--- src/rtl/gpr_dbg_access.sv ---
// Host-side debug access port for the integer register file.
// A host request halts the core, performs one read or write on the
// dedicated regfile debug port, then returns a single response.
// halt_req is held until the response handshake so the core cannot
// retire between the access and the host seeing its result.
module gpr_dbg_access #(
    parameter int NUM_REGS     = 32,
    parameter int XLEN         = 64,
    parameter int HALT_TIMEOUT = 255
) (
    input  logic            clock,
    input  logic            reset,
    input  logic            req_valid,
    output logic            req_ready,
    input  logic            req_write,
    input  logic [5:0]      req_addr,
    input  logic [XLEN-1:0] req_wdata,
    output logic            resp_valid,
    input  logic            resp_ready,
    output logic [XLEN-1:0] resp_rdata,
    output logic            resp_err,
    output logic            halt_req,
    input  logic            halted,
    output logic [4:0]      rf_addr,
    input  logic [XLEN-1:0] rf_rdata,
    output logic            rf_wen,
    output logic [XLEN-1:0] rf_wdata
);

    typedef enum logic [1:0] {
        IDLE,
        HALT_WAIT,
        ACCESS,
        RESP
    } state_t;

    localparam logic [31:0] NUM_REGS_U   = 32'(NUM_REGS);
    localparam logic [15:0] TIMEOUT_LAST = 16'(HALT_TIMEOUT - 1);

    state_t            state_reg, state_next;
    logic              write_reg, write_next;
    logic [5:0]        addr_reg, addr_next;
    logic [XLEN-1:0]   wdata_reg, wdata_next;
    logic [15:0]       cnt_reg, cnt_next;
    logic [XLEN-1:0]   rdata_reg, rdata_next;
    logic              err_reg, err_next;
    logic              halt_reg, halt_next;

    logic              accept;
    logic              addr_bad;
    logic              access_en;
    logic              addr_zero;

    // Reset masks every output so nothing leaks out on the reset cycle,
    // including a write strobe from an interrupted ACCESS.
    assign req_ready  = (state_reg == IDLE) && !reset;
    assign accept     = req_valid && req_ready;
    assign addr_bad   = ({26'd0, req_addr} >= NUM_REGS_U);
    assign access_en  = (state_reg == ACCESS) && !reset;
    assign addr_zero  = (addr_reg == 6'd0);

    assign resp_valid = (state_reg == RESP) && !reset;
    assign resp_rdata = reset ? '0 : rdata_reg;
    assign resp_err   = err_reg && !reset;
    assign halt_req   = halt_reg && !reset;

    // x0 is hardwired: writes to it are dropped, and the strobe is also
    // gated by halted so the core and the debug port never write together.
    assign rf_addr    = access_en ? addr_reg[4:0] : 5'd0;
    assign rf_wen     = access_en && write_reg && !addr_zero && halted;
    assign rf_wdata   = rf_wen ? wdata_reg : '0;

    // Next-state and datapath for the request/halt/access/response sequence.
    always_comb begin
        state_next = state_reg;
        write_next = write_reg;
        addr_next  = addr_reg;
        wdata_next = wdata_reg;
        cnt_next   = cnt_reg;
        rdata_next = rdata_reg;
        err_next   = err_reg;
        halt_next  = halt_reg;

        unique case (state_reg)
            IDLE: begin
                if (accept) begin
                    write_next = req_write;
                    addr_next  = req_addr;
                    wdata_next = req_wdata;
                    rdata_next = '0;
                    if (addr_bad) begin
                        state_next = RESP;
                        err_next   = 1'b1;
                        halt_next  = 1'b0;
                    end else begin
                        state_next = HALT_WAIT;
                        err_next   = 1'b0;
                        halt_next  = 1'b1;
                        cnt_next   = 16'd0;
                    end
                end
            end
            HALT_WAIT: begin
                if (halted) begin
                    state_next = ACCESS;
                end else if (cnt_reg == TIMEOUT_LAST) begin
                    // Core never halted: abort without touching the regfile
                    // and release the halt request.
                    state_next = RESP;
                    err_next   = 1'b1;
                    rdata_next = '0;
                    halt_next  = 1'b0;
                end else begin
                    cnt_next = cnt_reg + 16'd1;
                end
            end
            ACCESS: begin
                state_next = RESP;
                err_next   = 1'b0;
                rdata_next = (!write_reg && !addr_zero) ? rf_rdata : '0;
            end
            RESP: begin
                if (resp_ready) begin
                    state_next = IDLE;
                    halt_next  = 1'b0;
                end
            end
            default: state_next = IDLE;
        endcase
    end

    // State and datapath registers with synchronous reset.
    always_ff @(posedge clock) begin
        if (reset) begin
            state_reg <= IDLE;
            write_reg <= 1'b0;
            addr_reg  <= 6'd0;
            wdata_reg <= '0;
            cnt_reg   <= 16'd0;
            rdata_reg <= '0;
            err_reg   <= 1'b0;
            halt_reg  <= 1'b0;
        end else begin
            state_reg <= state_next;
            write_reg <= write_next;
            addr_reg  <= addr_next;
            wdata_reg <= wdata_next;
            cnt_reg   <= cnt_next;
            rdata_reg <= rdata_next;
            err_reg   <= err_next;
            halt_reg  <= halt_next;
        end
    end

endmodule
--- config.mk ---
export PLATFORM = sky130hd
export DESIGN_NAME = gpr_dbg_access
export DESIGN_NICKNAME = d
export VERILOG_FILES = /design/src/rtl/gpr_dbg_access.sv
export SDC_FILE = /design/constraint.sdc
export NUM_CORES = 1
export LEC_CHECK = 0
export ABC_AREA = 1
export ABC_CLOCK_PERIOD_IN_PS = 5950
export CAP_MARGIN = 30
export CORE_MARGIN = 4
export CORE_UTILIZATION = 49
export DETAILED_ROUTE_END_ITERATION = 10
export GPL_TIMING_DRIVEN = 0
export PLACE_DENSITY = 0.95
export RECOVER_POWER = 100
export SYNTH_ARGS = -nofsm -noshare
export SYNTH_HDL_FRONTEND = slang
export SYNTH_SLANG_ARGS = --single-unit
--- constraint.sdc ---
create_clock -name clock -period 5.95 [get_ports clock]
set_clock_uncertainty 0.2 [all_clocks]
set_input_delay 1.19 -clock clock [delete_from_list [all_inputs] [get_ports clock]]
set_output_delay 1.19 -clock clock [all_outputs]
set_load 0.05 [all_outputs]
* Yosys cells after proc, flatten, opt, wreduce, memory -nomap -nowiden
Index checks and enable logic that the tools add are counted.
** Storage, ports and cells
- Register bits after elaboration :: 155
- Logic and storage cells :: 74
- Output and inout port bits :: 138
** Cells by class
- Add/subtract/negate cells :: 1
- Reductions and logical operators :: 23
- Magnitude comparators :: 1
- Multiplexer cells :: 30
- Equal/unequal tests :: 11
** Operators with widths (count)
- $mux W64 :: 6
- $pmux W64 S3 :: 1
- $mux W16 :: 4
- $pmux W16 S2 :: 1
- $add A16 B1 Y16 const B :: 1
- $eq A16 B8 Y1 const B :: 1
- $ne A2 B2 Y1 const B :: 6
- $logic_and A1 B1 Y1 :: 10
- $mux W2 :: 5
- $reduce_and A5 Y1 :: 2
- $mux W1 :: 9
- $pmux W2 S4 :: 1
- $ge A6 B6 Y1 const B :: 1
- $logic_not A6 Y1 :: 1
- $pmux W1 S3 :: 2
- $reduce_bool A3 Y1 :: 2
- $mux W5 :: 1
- $eq A2 B2 Y1 const B :: 2
- $reduce_and A4 Y1 :: 1
- $logic_not A1 Y1 :: 3
- $ne A3 B3 Y1 const B :: 1
- $reduce_and A3 Y1 :: 1
- $eq A2 B1 Y1 const B :: 1
- $logic_not A2 Y1 :: 1
- 2 further kinds :: 2

* Logic depth before layout (Yosys ltp)
Gate-level depths: netlist (run 1).
- Word-level depth :: 6
- Gate-level depth with buffers :: 11
- Gate-level depth less buffers :: 10

* Least setup slack after synthesis (run 1)
No wires, ideal clock.
- Kind :: input port to output port
- From :: in reset
- To :: out rf_wdata[54]
- Path slack :: 1.997 ns
- Data required time :: 4.560 ns
- Stages on the path :: 6
- Path buffers :: 3
- Arrival :: 2.563 ns
- Path through :: clkbuf_1 -> nor2_1 -> nand4_1 -> buf_2 -> buf_1 -> nor2_1
** On the way
- Cells in the longest elaborated chain, start to end :: 6
** Ends and longest elaborated chain
- start: declaration :: line 12 : input logic reset,
- $logic_not A1 Y1 :: line 59 : assign access_en = (state_reg == ACCESS) && !reset;
- $logic_and A1 B1 Y1 :: line 59
- $logic_and A1 B1 Y1 (3 in a row) :: line 70 : assign rf_wen = access_en && write_reg && !addr_zero && halted;
- $mux W64 :: line 71 : assign rf_wdata = rf_wen ? wdata_reg : '0;
- end: declaration :: line 27 : output logic [XLEN-1:0] rf_wdata
No other way between the ends.

* Worst setup path in the final report (run 1)
- From :: in halted
- To :: out rf_wdata[30]
** On the way
- Cells in the longest elaborated chain, start to end :: 2
** Ends and longest elaborated chain
- start: declaration :: line 23 : input logic halted,
- $logic_and A1 B1 Y1 :: line 70
- $mux W64 :: line 71
No other way between the ends.

==> impl_metrics.sql, run 1 <==
INSERT INTO impl_metrics (metric_group, metric, value, unit) VALUES
('logic_synthesis', 'post-synth-top-area-cell', 'sky130_fd_sc_hd__dfxtp_1', ''),
('cts', 'cts.path.max_buffers', '2', ''),
('logic_synthesis', 'yosys_register_bits', '155', ''),
('detailed_routing', 'antenna_violating_nets_post_route', '0', ''),
('logic_synthesis', 'synthesis.area_per_instance', '6.45', 'um^2'),
('setup_path', 'timing.critical_path.slowest_stage_cell', 'sky130_fd_sc_hd__dlygate4sd3_1', ''),
('logic_synthesis', 'synth_flop_cell', 'sky130_fd_sc_hd__dfxtp_1', ''),
('detailed_routing', 'viasPerCell', '5.12', ''),
('cts', 'clock_sinks', '155', ''),
('cts', 'cts_tree', 'yes', ''),
('logic_synthesis', 'synth_top_family_by_area', 'simple AND/OR/NAND/NOR gates', ''),
('final_layout', 'finish.net_count', '1635', ''),
('detailed_routing', 'dr.first_iter.drc_count', '703', ''),
('cts', 'cts-root-buf', 'sky130_fd_sc_hd__clkbuf_16', ''),
('setup_path', 'crit-reg2reg-capture', 'wdata_reg[5]', ''),
('setup_path', 'critical_path.max_stage_delay', '0.93', 'ns'),
('die', 'pin_count', '278', ''),
('pwr', 'power-per-cell-area', '451', 'mW/mm^2'),
('sta', 'fmax', '199', 'MHz'),
('logic_synthesis', 'synthArstFlopShare', '0', '%'),
('global_route', 'grt_max_degree', '17', ''),
('die', 'initial_core_util', '50.2', '%'),
('setup_path', 'path_depth', '6', ''),
('logic_synthesis', 'synth_enable_flop_cells', '0', ''),
('detailed_routing', 'average_wire_length_per_cell_after_detail_routing', '15.3', 'um'),
('logic_synthesis', 'yosys_warnings', '0', ''),
('cts', 'h-tree-depth', '4', ''),
('die', 'die_area', '0.0178', 'mm^2'),
('final_layout', 'areaGrowthSynthToFinish', '45.9', '%'),
('placed_design', 'final_hpwl_dp', '19.6', 'mm'),
('setup_path', 'critPathArrivalTime', '3.63', 'ns'),
('global_route', 'grt_overflow', '0', ''),
('sta', 'finalSetupViolCount', '0', ''),
('run_status', 'outcome', 'completed', ''),
('setup_path', 'reg2reg_setup_slack', '2.88', 'ns'),
('die', 'die_w', '133', 'um'),
('logic_synthesis', 'synth_compound_gate_area_share', '12.9', '%'),
('setup_path', 'worst_path_cell_chain', 'clkdlybuf4s50_1 -> nand4_1 -> buf_2 -> buf_1 -> nor2_1 -> dlygate4sd3_1', ''),
('final_layout', 'drive_above_1_share', '3.13', '%'),
('logic_synthesis', 'netlist_top_cells_area', 'sky130_fd_sc_hd__dfxtp_1, sky130_fd_sc_hd__nor2_1, sky130_fd_sc_hd__inv_1', ''),
('cts', 'worst_skew_pair.late_latency', '0.43', 'ns'),
('global_route', 'first_global_vias', '8332', ''),
('setup_path', 'critical_path.endpoint', 'rf_wdata[30]', ''),
('logic_synthesis', 'synthCells', '1193', ''),
('placed_design', 'numPortBuffers', '276', ''),
('detailed_routing', 'firstDrtPassIters', '5', ''),
('sta', 'fin_crit_sh', '84.3', '%'),
('logic_synthesis', 'post_synth_mux_area_share', '0', '%'),
('pwr', 'power.leakage', '0.00471', 'uW'),
('detailed_routing', 'dr_total_vias', '8773', ''),
('min_path', 'holdCritPathClass', 'register to register', ''),
('die', 'fp.dieH', '133', 'um'),
('setup_path', 'endpoint_kind', 'primary output', ''),
('sta', 'final-hold-violation-count', '0', ''),
('sta', 'fin_tns_setup', '0', 'ns'),
('cts', 'cts.repair_timing.setup_buffer_count', '0', ''),
('setup_path', 'cp-startpoint', 'halted', ''),
('sta', 'rsz_0062_raised_after_global_routing', 'no', ''),
('die', 'rows', '45', ''),
('pwr', 'max-vdd-ir-drop', '0.000303', 'V'),
('final_layout', 'fin_area', '0.0112', 'mm^2'),
('setup_path', 'critical-path-top-delay-family', 'buffers and inverters', ''),
('die', 'design.core.area', '0.0153', 'mm^2'),
('setup_path', 'worst-path-max-fanout', '10', ''),
('setup_path', 'cp.required', '4.56', 'ns'),
('setup_path', 'startpoint_type', 'primary input', ''),
('final_layout', 'layout.cells.most_common', 'sky130_fd_sc_hd__nor2_1', ''),
('placed_design', 'gpl_wtd_cong', '0.934', ''),
('logic_synthesis', 'postSynthNetCount', '1340', ''),
('sta', 'hold_ws', '0.272', 'ns'),
('cts', 'number_of_buffers_inserted_during_clock_tree_synthesis', '17', '');
[cell families (layout without fill, tap and decap cells)]
family	count (synthesis)	count (layout)
buf+inv	250	557
xor+xnor	4	4
simple gates	611	611
flops	155	155
other cells	0	1
fa+ha+maj	7	7
compound gates	166	166
[how the worst min path moves through the flow]
stage,cells past startpoint,from,slack (ns),to
5_1_grt,2,wdata_reg[24],0.29,wdata_reg[24]
4_1_cts,2,wdata_reg[30],0.27,wdata_reg[30]
2_1_floorplan,2,wdata_reg[0],0.24,wdata_reg[0]
6_report,2,wdata_reg[30],0.27,wdata_reg[30]
3_5_place_dp,2,wdata_reg[48],0.26,wdata_reg[48]
3_3_place_gp,2,wdata_reg[15],0.26,wdata_reg[15]
[worst reg2reg max path: cells and delay by family (launching register included)]
family,cells,cell delay [ns]
compound gates,1,0.11
flops,1,0.35
fa+ha+maj,1,0.21
buf+inv,4,1.11
simple gates,2,1.00
[routing by layer]
layer  global-route usage (%)  vias to the layer above  routed length (um)
met1                     34.5                     4035               10700
met3                     6.50                       94                1530
met2                     47.9                      350               12600
met4                     14.6                        0                1370
li1                         -                     4294                   -
met5                        0                        -                   0
[where the power goes]
part           total, uW  switching [uW]  internal [uW]
Clock               1040             440            603
Sequential          1540             152           1390
Combinational       2480            1690            790
Total               5060            2280           2780
[stage by stage]
| stage | worst slack, ns | power [uW] |
|---|---|---|
| CTS | 0.994 | 5180 |
| finish | 0.935 | 5060 |
| global placement | 1.00 | 4050 |
| detailed placement | 1.01 | 4120 |
| floorplan | 2.00 | 3380 |
| global route | 0.834 | 5400 |
[area by class of cell]
cell class | count | area, um^2
Fill cell | 1167 | 4090
Timing Repair Buffer | 276 | 2760
Sequential cell | 155 | 3100
Multi-Input combinational cell | 788 | 3540
Clock buffer | 20 | 467
Clock inverter | 11 | 96.3
Buffer | 85 | 370
Tap cell | 211 | 264
Antenna cell | 1 | 2.50
Inverter | 165 | 622
[synthesized netlist by cell type, types with 2 or more instances]
library cell	number
sky130_fd_sc_hd__nor2_1	374
sky130_fd_sc_hd__inv_1	160
sky130_fd_sc_hd__dfxtp_1	155
sky130_fd_sc_hd__nand2_1	143
sky130_fd_sc_hd__nand3_1	84
sky130_fd_sc_hd__o31ai_1	65
sky130_fd_sc_hd__clkbuf_1	42
sky130_fd_sc_hd__o21ai_1	42
sky130_fd_sc_hd__o21ai_0	40
sky130_fd_sc_hd__a21oi_1	18
sky130_fd_sc_hd__buf_1	16
sky130_fd_sc_hd__buf_2	16
sky130_fd_sc_hd__buf_6	11
sky130_fd_sc_hd__ha_1	7
sky130_fd_sc_hd__nand4_1	5
sky130_fd_sc_hd__xor2_1	3
sky130_fd_sc_hd__clkinv_1	2
sky130_fd_sc_hd__inv_2	2
sky130_fd_sc_hd__nand2_2	2
Power figures use the tool's default switching activity.
==> inputs of run 2 (changes only) <==
--- a/config.mk
+++ b/config.mk
@@ -6,13 +6,13 @@
 export NUM_CORES = 1
 export LEC_CHECK = 0
 export ABC_AREA = 1
-export ABC_CLOCK_PERIOD_IN_PS = 5950
+export ABC_CLOCK_PERIOD_IN_PS = 5260
 export CAP_MARGIN = 30
 export CORE_MARGIN = 4
-export CORE_UTILIZATION = 49
+export CORE_UTILIZATION = 45
 export DETAILED_ROUTE_END_ITERATION = 10
 export GPL_TIMING_DRIVEN = 0
-export PLACE_DENSITY = 0.95
+export PLACE_DENSITY = 0.92
 export RECOVER_POWER = 100
 export SYNTH_ARGS = -nofsm -noshare
 export SYNTH_HDL_FRONTEND = slang
==> constraint.sdc (replaced) <==
create_clock -name clock -period 5.26 [get_ports clock]
set_clock_uncertainty 0.2 [all_clocks]
set_input_delay 1.052 -clock clock [delete_from_list [all_inputs] [get_ports clock]]
set_output_delay 1.052 -clock clock [all_outputs]
set_load 0.05 [all_outputs]
==> run 2 against run 1 <==
Power is 16% higher; global-route usage decreased by 1.4 points; wire length rose by 3.2%; combinational power increased by 13%; design area grew 0.66%; sequential share of layout area is 0.18 points lower; worst hold slack got worse by 0.00071 ns; clock-buffer cell count is 2 lower; flip-flop and latch count unchanged; critical path depth is 1 lower; clock power grew 27%; setup slack lost 0.45 ns; largest cell class unchanged.
==> impl_metrics.sql, run 2 (same netlist as run 1, synthesis figures left out) <==
INSERT INTO impl_metrics (metric_group, metric, value, unit) VALUES
('setup_path', 'worstSetupPathType', 'primary input to primary output', ''),
('detailed_routing', 'antenna_violating_nets_post_route', '0', ''),
('placed_design', 'gpl_wtd_cong', '0.952', ''),
('global_route', 'wire_length_of_the_first_global_routing_pass', '42.7', 'mm'),
('final_layout', 'areaGrowthSynthToFinish', '46.9', '%'),
('setup_path', 'critical-path-top-delay-family', 'buffers and inverters', ''),
('global_route', 'antenna_violations_before_repair', '0', ''),
('die', 'die_w', '139', 'um'),
('final_layout', 'fin_area', '0.0113', 'mm^2'),
('global_route', 'grt_overflow', '0', ''),
('setup_path', 'critPathArrivalTime', '3.52', 'ns'),
('run', 'timing.max_cap.violations', '0', ''),
('final_layout', 'insertedDiodeCount', '0', ''),
('setup_path', 'worst_path_cell_chain', 'clkbuf_1 -> clkbuf_1 -> clkbuf_1 -> nor2_1 -> dlygate4sd3_1', ''),
('final_layout', 'drive_above_1_share', '3.07', '%'),
('cts', 'cts-root-buf', 'sky130_fd_sc_hd__clkbuf_16', ''),
('pwr', 'power.leakage', '0.00473', 'uW'),
('sta', 'fin_tns_setup', '0', 'ns'),
('cts', 'worst_skew_pair.late_latency', '0.42', 'ns'),
('setup_path', 'endpoint_kind', 'primary output', ''),
('placed_design', 'final_hpwl_dp', '20.5', 'mm'),
('final_layout', 'finish.net_count', '1635', ''),
('cts', 'cts.path.max_buffers', '2', ''),
('global_route', 'global_route.usage.total', '27.2', '%'),
('die', 'fp.dieH', '139', 'um'),
('cts', 'clkSlewWorstSetupHoldPaths', '0.07', 'ns'),
('placed_design', 'numPortBuffers', '276', ''),
('cts', 'clock_sinks', '155', ''),
('detailed_routing', 'firstDrtPassIters', '7', ''),
('cts', 'cts_repair_resize_count', '0', ''),
('setup_path', 'worst-path-max-fanout', '10', ''),
('sta', 'finalSetupViolCount', '0', ''),
('sta', 'min_period', '4.77', 'ns'),
('sta', 'hold_ws', '0.271', 'ns'),
('placed_design', 'post-place-ws', '0.475', 'ns'),
('setup_path', 'crit_buf_inv', '4', ''),
('detailed_routing', 'viasPerCell', '5.12', ''),
('min_path', 'holdCritPathClass', 'register to register', ''),
('cts', 'number_of_buffers_inserted_during_clock_tree_synthesis', '17', ''),
('cts', 'h-tree-depth', '4', ''),
('detailed_routing', 'met3RoutedLength', '1.49', 'mm'),
('detailed_routing', 'drc_errors', '0', ''),
('placed_design', 'placed_area', '0.0107', 'mm^2'),
('global_route', 'grt_max_degree', '17', ''),
('sta', 'fin_crit_sh', '90.8', '%'),
('final_layout', 'most_frequent_cells_in_the_layout', 'sky130_fd_sc_hd__nor2_1, sky130_fd_sc_hd__inv_1, sky130_fd_sc_hd__dfxtp_1, sky130_fd_sc_hd__nand2_1, sky130_fd_sc_hd__dlygate4sd3_1', ''),
('setup_path', 'cp.required', '4.01', 'ns'),
('detailed_routing', 'dr_total_vias', '8806', ''),
('detailed_routing', 'wl_met2', '13.6', 'mm'),
('sta', 'tightestPinTransition', '1.19', 'ns'),
('die', 'rows', '47', ''),
('global_route', 'first_global_vias', '8571', ''),
('setup_path', 'timing.critical_path.slowest_stage_cell', 'sky130_fd_sc_hd__dlygate4sd3_1', ''),
('pwr', 'power-per-cell-area', '519', 'mW/mm^2'),
('detailed_routing', 'finalWirelength', '27.0', 'mm'),
('final_layout', 'layout.core_utilization', '67.9', '%'),
('die', 'die_area', '0.0192', 'mm^2'),
('die', 'pin_count', '278', ''),
('setup_path', 'critical_path.max_stage_delay', '0.82', 'ns'),
('setup_path', 'path_common_cell', 'sky130_fd_sc_hd__clkbuf_1', ''),
('detailed_routing', 'average_wire_length_per_cell_after_detail_routing', '15.7', 'um'),
('run_status', 'outcome', 'completed', ''),
('detailed_routing', 'dr.first_iter.drc_count', '544', ''),
('detailed_routing', 'detail_route.wirelength.met1', '10.4', 'mm'),
('cts', 'cts_tree', 'yes', ''),
('die', 'design.core.area', '0.0166', 'mm^2'),
('sta', 'rsz_0062_raised_after_global_routing', 'no', ''),
('detailed_routing', 'maxUsedRoutingLayer', 'met4', ''),
('pwr', 'max-vdd-ir-drop', '0.000288', 'V'),
('die', 'initial_core_util', '46.2', '%'),
('setup_path', 'startpoint_type', 'primary input', ''),
('sta', 'final-hold-violation-count', '0', ''),
('sta', 'slew_violations', '0', ''),
('final_layout', 'layout.cells.most_common', 'sky130_fd_sc_hd__nor2_1', ''),
('sta', 'fmax', '209', 'MHz'),
('sta', 'worst_slew_margin_rel', '20.0', '%'),
('sta', 'final.setup.worst_slack', '0.486', 'ns'),
('cts', 'cts_hold_buffers', '0', ''),
('cts', 'cts.repair_timing.setup_buffer_count', '0', '');
[run 2: changes by cell type in the layout (fill, tap and decap cells not counted)]
cell                              change
sky130_fd_sc_hd__clkbuf_8             -2
sky130_fd_sc_hd__clkinv_2             -5
sky130_fd_sc_hd__inv_8                +1
sky130_fd_sc_hd__bufinv_16            +3
sky130_fd_sc_hd__clkbuf_1             -1
sky130_fd_sc_hd__clkdlybuf4s50_1      -1
sky130_fd_sc_hd__clkinv_4             -1
sky130_fd_sc_hd__buf_1                +1
sky130_fd_sc_hd__diode_2              -1
sky130_fd_sc_hd__dlygate4sd3_1        +1
sky130_fd_sc_hd__clkinvlp_4           +1
sky130_fd_sc_hd__inv_6                +2
[run 2: area by class of cell]
| type | instances | area [um^2] |
|---|---|---|
| sequential | 155 | 3100 |
| clock inverter | 12 | 189 |
| tap | 220 | 275 |
| inverter | 165 | 622 |
| multi-input combinational | 788 | 3540 |
| buffer | 85 | 370 |
| clock buffer | 18 | 439 |
| timing repair buffer | 276 | 2760 |
| fill | 1363 | 5340 |
[run 2: worst reg2reg max path, stage by stage (launching register included)]
cell and delay, ns:
sky130_fd_sc_hd__dfxtp_1 0.35, sky130_fd_sc_hd__inv_1 0.12, sky130_fd_sc_hd__ha_1 0.20, sky130_fd_sc_hd__inv_1 0.08, sky130_fd_sc_hd__nor3_1 0.91, sky130_fd_sc_hd__clkbuf_1 0.48
sky130_fd_sc_hd__clkbuf_1 0.44, sky130_fd_sc_hd__nand2_1 0.14, sky130_fd_sc_hd__o31ai_1 0.10
[run 2: final timing paths]
path,from,end,slack [ns],cells after the start
hold / removal,wdata_reg[44],wdata_reg[44],0.27,2
hold reg to reg,wdata_reg[44],wdata_reg[44],0.27,2
setup reg to reg,state_reg[0],wdata_reg[60],2.17,8
setup / recovery,reset,resp_valid,0.49,5
[run 2: per-stage QoR]
stage | std cells | total power (uW)
6_report | 1719 | 5860
5_1_grt | 1719 | 6260
4_1_cts | 1719 | 6010
3_5_place_dp | 1689 | 4680
3_3_place_gp | 1689 | 4590
2_1_floorplan | 1193 | 3820
[run 2: routing by layer]
layer / track usage, % / vias up
li1: - / 4286
met1: 30.4 / 4053
met2: 48.3 / 358
met3: 5.48 / 109
met4: 15.3 / 0
met5: 0 / -
[run 2: where the power goes]
group / switching [uW] / internal (uW)
Clock: 506 / 809
Sequential: 178 / 1570
Combinational: 1910 / 894
==> inputs of run 3 (changes only) <==
--- a/config.mk
+++ b/config.mk
@@ -7,7 +7,7 @@
 export LEC_CHECK = 0
 export ABC_AREA = 1
 export ABC_CLOCK_PERIOD_IN_PS = 5260
-export CAP_MARGIN = 30
+export CAP_MARGIN = 25
 export CORE_MARGIN = 4
 export CORE_UTILIZATION = 45
 export DETAILED_ROUTE_END_ITERATION = 10
==> results of run 3 <==
The final DEF is identical to that of run 2; final timing and power are the same.
